--- src/rtl/rf_pkg.sv ---
// Register-file shared definitions: geometry and the registered write-port bundle.
package rf_pkg;

  localparam int RF_AW    = 5;
  localparam int RF_DW    = 32;
  localparam int RF_NREGS = 32;

  typedef logic [RF_AW-1:0] rf_addr_t;

  typedef struct packed {
    logic             en;
    rf_addr_t         addr;
    logic [RF_DW-1:0] data;
  } rf_wr_t;

endpackage

--- src/rtl/rr_arbiter.sv ---
// Combinational round-robin arbiter: first asserted request at or after ptr wins.
module rr_arbiter #(
  parameter int N  = 3,
  parameter int PW = (N > 1) ? $clog2(N) : 1
) (
  input  logic [N-1:0]  req_i,
  input  logic [PW-1:0] ptr_i,
  input  logic          enable_i,
  output logic [N-1:0]  grant_o,
  output logic [PW-1:0] idx_o
);

  logic [2*N-1:0] req_rot;
  logic           found;
  int             sum;

  // Rotating a doubled copy puts the search origin at bit 0.
  always_comb begin
    req_rot = {req_i, req_i} >> ptr_i;
    found   = 1'b0;
    sum     = 0;
    idx_o   = '0;
    for (int k = 0; k < N; k++) begin
      if (!found && req_rot[k]) begin
        found = 1'b1;
        sum   = k + int'(ptr_i);
        if (sum >= N) sum = sum - N;
        idx_o = PW'(sum);
      end
    end
    grant_o = (enable_i && found) ? (N'(1) << idx_o) : '0;
  end

endmodule

--- src/rtl/regfile_wb_arbiter.sv ---
// Shares the register-file write port among NREQ writeback sources through a
// round-robin grant and a single registered output stage.
module regfile_wb_arbiter
  import rf_pkg::*;
#(
  parameter int NREQ = 3,
  parameter int DW   = RF_DW,
  parameter int AW   = RF_AW
) (
  input  logic                 clock,
  input  logic                 ctrl_reset,
  input  logic                 ctrl_freeze,
  input  logic [NREQ-1:0]      req_valid,
  input  logic [NREQ*AW-1:0]   req_reg,
  input  logic [NREQ*DW-1:0]   req_data,
  output logic [NREQ-1:0]      req_ready,
  output logic                 ctrl_writeEnable,
  output logic [AW-1:0]        ctrl_writeReg,
  output logic [DW-1:0]        data_writeReg,
  output logic [RF_NREGS-1:0]  pending_mask,
  output logic [15:0]          drop_count
);

  localparam int PW = (NREQ > 1) ? $clog2(NREQ) : 1;

  logic [PW-1:0]   rr_ptr_q, rr_ptr_d;
  rf_wr_t          wr_q, wr_d;
  logic [15:0]     drop_q, drop_d;
  logic [NREQ-1:0] grant;
  logic [PW-1:0]   grant_idx;
  logic            xfer;
  logic [AW-1:0]   sel_reg;
  logic [DW-1:0]   sel_data;

  // Grant depends only on valids, freeze and reset, never on reg/data.
  rr_arbiter #(.N(NREQ), .PW(PW)) u_arb (
    .req_i    (req_valid),
    .ptr_i    (rr_ptr_q),
    .enable_i (ctrl_reset & ~ctrl_freeze),
    .grant_o  (grant),
    .idx_o    (grant_idx)
  );

  assign req_ready = grant;
  assign xfer      = |(grant & req_valid);
  assign sel_reg   = req_reg[int'(grant_idx)*AW +: AW];
  assign sel_data  = req_data[int'(grant_idx)*DW +: DW];

  always_comb begin
    rr_ptr_d = rr_ptr_q;
    wr_d     = wr_q;
    wr_d.en  = 1'b0;
    drop_d   = drop_q;
    if (xfer) begin
      rr_ptr_d  = (int'(grant_idx) == NREQ-1) ? '0 : grant_idx + 1'b1;
      wr_d.addr = sel_reg;
      wr_d.data = sel_data;
      wr_d.en   = (sel_reg != '0);
      // Register 0 writes are swallowed but still counted.
      if (sel_reg == '0 && drop_q != 16'hFFFF) drop_d = drop_q + 16'd1;
    end
  end

  always_ff @(posedge clock) begin
    if (!ctrl_reset) begin
      rr_ptr_q <= '0;
      wr_q     <= '0;
      drop_q   <= '0;
    end else begin
      rr_ptr_q <= rr_ptr_d;
      wr_q     <= wr_d;
      drop_q   <= drop_d;
    end
  end

  assign ctrl_writeEnable = wr_q.en;
  assign ctrl_writeReg    = wr_q.addr;
  assign data_writeReg    = wr_q.data;
  assign drop_count       = drop_q;
  assign pending_mask     = wr_q.en ? (RF_NREGS'(1) << wr_q.addr) : '0;

endmodule

--- config.mk ---
export PLATFORM = sky130hd
export DESIGN_NAME = regfile_wb_arbiter
export DESIGN_NICKNAME = d
export VERILOG_FILES = /design/src/rtl/rf_pkg.sv /design/src/rtl/rr_arbiter.sv /design/src/rtl/regfile_wb_arbiter.sv
export SDC_FILE = /design/constraint.sdc
export NUM_CORES = 1
export LEC_CHECK = 0
export BUFFER_PORTS_ARGS = -buffer_cell sky130_fd_sc_hd__clkbuf_2
export CORE_MARGIN = 2
export CORE_UTILIZATION = 40
export DETAILED_ROUTE_END_ITERATION = 16
export PLACE_DENSITY = 0.74
export SLEW_MARGIN = 15
export SYNTH_ARGS = -nofsm -noshare
export SYNTH_HDL_FRONTEND = slang
export SYNTH_SLANG_ARGS = --single-unit
--- constraint.sdc ---
create_clock -name clock -period 5.8 [get_ports clock]
set_input_delay 0.29 -clock clock [delete_from_list [all_inputs] [get_ports clock]]
set_output_delay 0.29 -clock clock [all_outputs]
set_load 0.1 [all_outputs]
==> results of run 1 <==
-- synth_stat cells (2+ instances only) --
library cell	count
sky130_fd_sc_hd__o21ai_1	2
sky130_fd_sc_hd__buf_2	4
sky130_fd_sc_hd__a32o_1	3
sky130_fd_sc_hd__a21o_1	2
sky130_fd_sc_hd__nor4_2	8
sky130_fd_sc_hd__nand4_1	3
sky130_fd_sc_hd__dfxtp_1	56
sky130_fd_sc_hd__or2_1	2
sky130_fd_sc_hd__nand2_1	82
sky130_fd_sc_hd__o31ai_1	2
sky130_fd_sc_hd__nand3_1	12
sky130_fd_sc_hd__clkbuf_1	29
sky130_fd_sc_hd__nor2_1	58
sky130_fd_sc_hd__a21oi_1	10
sky130_fd_sc_hd__buf_1	4
sky130_fd_sc_hd__nor4b_1	3
sky130_fd_sc_hd__a31oi_1	18
sky130_fd_sc_hd__nand2b_1	17
sky130_fd_sc_hd__a22o_1	17
sky130_fd_sc_hd__o2111ai_1	3
sky130_fd_sc_hd__or4_4	3
sky130_fd_sc_hd__and2_1	2
sky130_fd_sc_hd__and3_1	8
sky130_fd_sc_hd__a211oi_1	17
sky130_fd_sc_hd__inv_1	9
sky130_fd_sc_hd__nor4_1	2
sky130_fd_sc_hd__nor2b_1	7
sky130_fd_sc_hd__nor4bb_1	2
sky130_fd_sc_hd__o21a_1	3
sky130_fd_sc_hd__ha_1	3
sky130_fd_sc_hd__mux2i_1	19
sky130_fd_sc_hd__a222oi_1	15
sky130_fd_sc_hd__nor3_1	15
sky130_fd_sc_hd__o21ai_0	7
-- metrics by stage --
step | setup slack (ns) | total power [µW] | hold WS, ns | instance area, µm² | instances
floorplan | 1.81 | 837 | 0.452 | 3550 | 468
global placement | 2.10 | 947 | 0.454 | 4590 | 747
detailed placement | 2.04 | 953 | 0.460 | 4590 | 747
CTS | 1.82 | 1260 | 0.202 | 4730 | 755
global route | 1.55 | 1320 | 0.214 | 4730 | 755
finish | 1.80 | 1260 | 0.214 | 4730 | 755
-- worst max-delay path: stages (launching register included) --
cell,delay [ns]
sky130_fd_sc_hd__dfxtp_1,0.44
sky130_fd_sc_hd__or3b_1,0.41
sky130_fd_sc_hd__a211o_1,0.40
sky130_fd_sc_hd__a211oi_1,0.67
sky130_fd_sc_hd__or2_1,0.49
sky130_fd_sc_hd__buf_4,0.35
sky130_fd_sc_hd__nor2b_1,0.16
sky130_fd_sc_hd__clkbuf_2,0.46
-- worst max path at each step --
stage / endpoint / slack, ns / cells past startpoint
after detailed placement: drop_count[14] / 2.04 / 9
after global placement: drop_count[14] / 2.10 / 9
after global routing: req_ready[1] / 1.55 / 7
final: req_ready[1] / 1.80 / 7
after floorplan: pending_mask[18] / 1.81 / 4
after CTS: req_ready[1] / 1.82 / 7
-- cells by family (layout without fill, tap and decap cells) --
group           count (synthesis)  after routing  synth area share (%)
simple gates                  232            232                  32.7
compound gates                109            109                  23.5
mux                            20             20                  5.68
flops                          56             56                  31.6
buf+inv                        48            227                  5.43
fa+ha+maj                       3              3                  1.06
-- flip-flops by register name, indices dropped and copies added (netlist names) --
register and cells:
ctrl_writeReg 5, drop_count 16, rr_ptr_q 2, ctrl_writeEnable 1
data_writeReg 32
-- routing by layer --
| layer | GRT usage [%] | vias up | part of all wire [%] |
|---|---|---|---|
| li1 | - | 2069 | - |
| met2 | 40.3 | 202 | 50 |
| met1 | 29.4 | 1937 | 41 |
| met3 | 4.37 | 15 | 8.2 |
| met5 | 0 | - | 0 |
| met4 | 6.53 | 0 | 1.3 |
-- power breakdown --
part | total [µW] | internal (µW) | leakage [µW] | switching [µW]
registers | 434 | 410 | 0.000455 | 24.6
logic | 511 | 134 | 0.00156 | 377
clock network | 310 | 174 | 0.0000687 | 136
-- cell type report --
type                            instances  area, µm²  area share (%)
Clock buffer                            5       68.8            1.46
Clock inverter                          3       68.8            1.46
Inverter                               10       37.5           0.794
Multi-Input combinational cell        364       2240            47.4
Sequential cell                        56       1120            23.7
Tap cell                              108        135            2.86
Timing Repair Buffer                  209       1060            22.3
==> flow_summary.toml, run 1 <==
[drt]
drt-wirelength-per-cell_um = 15.4
drt_pre_antenna_iters = 7
post_drt_via_cell_ratio = 5.59
final_antenna_net_count = 0
drtIter0Drc = 163
totalWireLength_um = 11600
routed-via-count = 4223
detail_route.drc_violations = 0

[grt]
overflow = 0
first_global_vias = 3862
grt_max_degree = 53
number_of_antenna_violations_at_the_first_check_in_global_routing = 0
globalRouteTotalUtil_pct = 23.2
grt_first_pass_wirelength_um = 18700

[clocking]
clock_sinks = 56
cts.repair.resized = 0
clk_root_buffer_cell = "sky130_fd_sc_hd__clkbuf_8"
cts_made_buffers = 5
cts.clk_slew.worst_paths_ns = 0.11
clk_latency_ns = 0.31
htree_levels = 2
cts_max_path_buffers = 2
post-cts-setup-buffers = 0
tritoncts = "built"
hold_buf_count_cts = 0

[critical_path]
crit_type = "reg -> out"
reg2regPathDepth = 9
worst_path_arrival_time_ns = 3.71
path_max_fanout = 22
regToRegStartpoint = "rr_ptr_q[0]"
reg2reg_slack_ns = 1.95
critical_path_sink_type = "output pin"
timing.critical_path.from = "rr_ptr_q[1]"
worst_ep_required_time_ns = 5.51
crit-reg2reg-capture = "drop_count[14]"
crit_path_start_kind = "flip-flop"

[placement]
portBuffers = 205
globalplace.congestion = 0.873
dp_hpwl_um = 8860

[worst_hold_path]
hold_wc_path_type = "in -> reg"
worst_hold_path.endpoint = "data_writeReg[24]"
timing.hold.worst.start = "req_data[24]"
whs_path_depth = 3

[final_layout]
layout_common_cells = "sky130_fd_sc_hd__clkbuf_2 (205), sky130_fd_sc_hd__nand2_1 (82), sky130_fd_sc_hd__nor2_1 (57)"
area_growth_syn_to_layout_pct = 33.3
final_core_util_pct = 54.5
final_nets = 766
drive_gt1_share_pct = 36.0
fillers = 872
final_common_cell = "sky130_fd_sc_hd__clkbuf_2"
diodes = 0

[synthesis]
edff_count_synth = 0
synth_top_cell_area_share_pct = 31.6
synthFlopType = "sky130_fd_sc_hd__dfxtp_1"
yosysUniqueCellTypes = 55
avgSynthCellArea_um2 = 7.58
synth.top_cells.by_area = "sky130_fd_sc_hd__dfxtp_1 (32%), sky130_fd_sc_hd__nand2_1 (8.7%), sky130_fd_sc_hd__nor2_1 (6.1%)"
post_synth_instance_area_mm2 = 0.00355
yosysSeqAreaShare_pct = 31.6
postSynth.asyncResetShare_pct = 0
syn_nets = 588
yosysTopAreaCell = "sky130_fd_sc_hd__dfxtp_1"
syn-instance-count = 468
count_of_yosys_warnings_during_synthesis = 0
count_of_state_elements_after_synthesis = 56

[timing]
timing_max_transition_violations_final = 0
setup_repair_after_global_routing_missed_its_margin = "false"
period_needed_ns = 4.00
final.setup_skew_ns = 0.00777
slew-limit-headroom_pct = 28.5
worst_pin_slew_ns = 1.07
fin_crit_sh_pct = 69.0
finalSetupTns_ns = 0
timing.fmax_mhz = 250
timing.final.hold_violations = 0
final-setup-viol-count = 0

[floorplanning]
design.core.area_mm2 = 0.00868
num_rows = 34
die_x_um = 98.2
design.die.area_mm2 = 0.00964
die_height_um = 98.2
initial_core_util_pct = 40.9
pin_count = 206

[power]
power-per-cell-area_mw_per_mm2 = 266
power_leakage_uw = 0.00208
peakVddDrop_uv = 160

[status]
run_status = "complete, no violations"

[flow_run]
drv.max_cap_violation_count = 0
(Power assumes the default switching activity.)
==> run 2, diff against run 1 <==
==> constraint.sdc (replaced) <==
create_clock -name clock -period 4.1 [get_ports clock]
set_input_delay 0.205 -clock clock [delete_from_list [all_inputs] [get_ports clock]]
set_output_delay 0.205 -clock clock [all_outputs]
set_load 0.1 [all_outputs]
==> flow_summary.toml, run 2 (same netlist as run 1, synthesis figures left out) <==
[status]
run_status = "complete, no violations"

[clocking]
cts_max_path_buffers = 2
hold_buf_count_cts = 0
clk_root_buffer_cell = "sky130_fd_sc_hd__clkbuf_8"
tritoncts = "built"
clock_sinks = 56
cts.repair.resized = 0
clk_latency_ns = 0.31
post-cts-setup-buffers = 0
cts_made_buffers = 5
cts.clk_slew.worst_paths_ns = 0.11
htree_levels = 2

[final_layout]
ff_latch_area_mm2 = 0.00112
stdcell_count = 761
largest_register_ff_count = 32
final_common_cell = "sky130_fd_sc_hd__clkbuf_2"
area_growth_syn_to_layout_pct = 33.4
final_nets = 772
diodes = 0
fillers = 846
layout_common_cells = "sky130_fd_sc_hd__clkbuf_2 (205), sky130_fd_sc_hd__nand2_1 (82), sky130_fd_sc_hd__nor2_1 (57)"
final_core_util_pct = 54.5
drive_gt1_share_pct = 36.6
multi_input_comb_area_mm2 = 0.00224

[drt]
met1_length_um = 4790
met3_length_um = 837
drtIter0Drc = 199
final_antenna_net_count = 0
drt_pre_antenna_iters = 5
routed-via-count = 4257
detail_route.drc_violations = 0
post_drt_via_cell_ratio = 5.59
detailroute.wirelength.met2_um = 5730
totalWireLength_um = 11600
drt-wirelength-per-cell_um = 15.2
highest_layer = "met4"

[critical_path]
worst_path_arrival_time_ns = 4.05
worstPathBufferInverterCount = 0
crit_type = "reg -> reg"
cp_num_cells = 8
path_max_fanout = 13
reg2regPathDepth = 8
critical_path_sink_type = "flip-flop"
critical_path.cell_chain = "nor4b_1 > or4_4 > a32o_1 > a221o_1 > or4_4 > or4_4 > or4_1 > a21oi_1"
critical-path-slowest-cell = "sky130_fd_sc_hd__dfxtp_1"
worst_path_largest_cell_delay_ns = 0.58
top_delay_family_on_crit_path = "simple AND/OR/NAND/NOR gates"
crit_path_start_kind = "flip-flop"
crit_top_cell = "sky130_fd_sc_hd__or4_4"
worst_ep_required_time_ns = 4.35

[placement]
portBuffers = 205
dp_hpwl_um = 9000
globalplace.congestion = 0.853
dp_cells = 753

[timing]
timing.fmax_mhz = 264
final.setup_skew_ns = 0.00789
slew-limit-headroom_pct = 22.5
period_needed_ns = 3.79
finalSetupTns_ns = 0
fin_crit_sh_pct = 92.5
worst_pin_slew_ns = 1.16
final-setup-viol-count = 0
timing.final.hold_violations = 0
timing_max_transition_violations_final = 0
setup_repair_after_global_routing_missed_its_margin = "false"

[power]
power-per-cell-area_mw_per_mm2 = 354
power_leakage_uw = 0.00209
peakVddDrop_uv = 158

[floorplanning]
num_rows = 34
initial_core_util_pct = 40.9
pin_count = 206
die_height_um = 98.2
design.die.area_mm2 = 0.00964
design.core.area_mm2 = 0.00868
die_x_um = 98.2

[grt]
number_of_antenna_violations_at_the_first_check_in_global_routing = 0
grt_max_degree = 42
overflow = 0
globalRouteTotalUtil_pct = 23.4
first_global_vias = 3938
grt_first_pass_wirelength_um = 18800

[worst_hold_path]
whs_path_depth = 3
hold_wc_path_type = "in -> reg"

[flow_run]
drv.max_cap_violation_count = 0
## run 2: tightest hold or removal path, cell delays in order
cell and delay (ns):
sky130_fd_sc_hd__clkbuf_2 0.08, sky130_fd_sc_hd__nand2_1 0.04, sky130_fd_sc_hd__a31oi_1 0.07
## run 2: layer usage
layer  vias to the layer above  GRT usage (%)
met2                       193           41.0
met1                      1962           29.1
met3                        20           4.37
met5                         -              0
li1                       2082              -
met4                         0           7.27
## run 2: path summary, 6_finish.rpt
kind	startpoint	slack (ns)	endpoint
worst min register to register	data_writeReg[4]	0.47	data_writeReg[4]
worst min-delay path	req_data[5]	0.12	data_writeReg[5]
worst max-delay path	rr_ptr_q[1]	0.31	drop_count[14]
worst max register to register	rr_ptr_q[1]	0.31	drop_count[14]
## run 2: layout make-up
class / count / share of cell area (%)
clock buffers: 5 / 1.45
clock inverters: 3 / 0.555
inverters: 10 / 0.793
multi-input cells: 364 / 47.4
flip-flops and latches: 56 / 23.7
well taps: 108 / 2.86
repair buffers: 215 / 23.3
## run 2: where the power goes
group	internal, µW	switching [µW]	total, µW
clock	126	198	324
sequential	579	35.4	615
combinational	198	537	735
total	904	770	1670
## run 2: per-stage QoR
stage | instance area (µm²) | worst slack [ns] | hold WS [ns] | total power, µW
finish | 4730 | 0.307 | 0.123 | 1670
global route | 4730 | 0.211 | 0.131 | 1760
CTS | 4730 | 0.347 | 0.117 | 1680
detailed placement | 4640 | 0.368 | 0.462 | 1360
global placement | 4640 | 0.441 | 0.456 | 1350
floorplan | 3550 | 0.190 | 0.367 | 1180
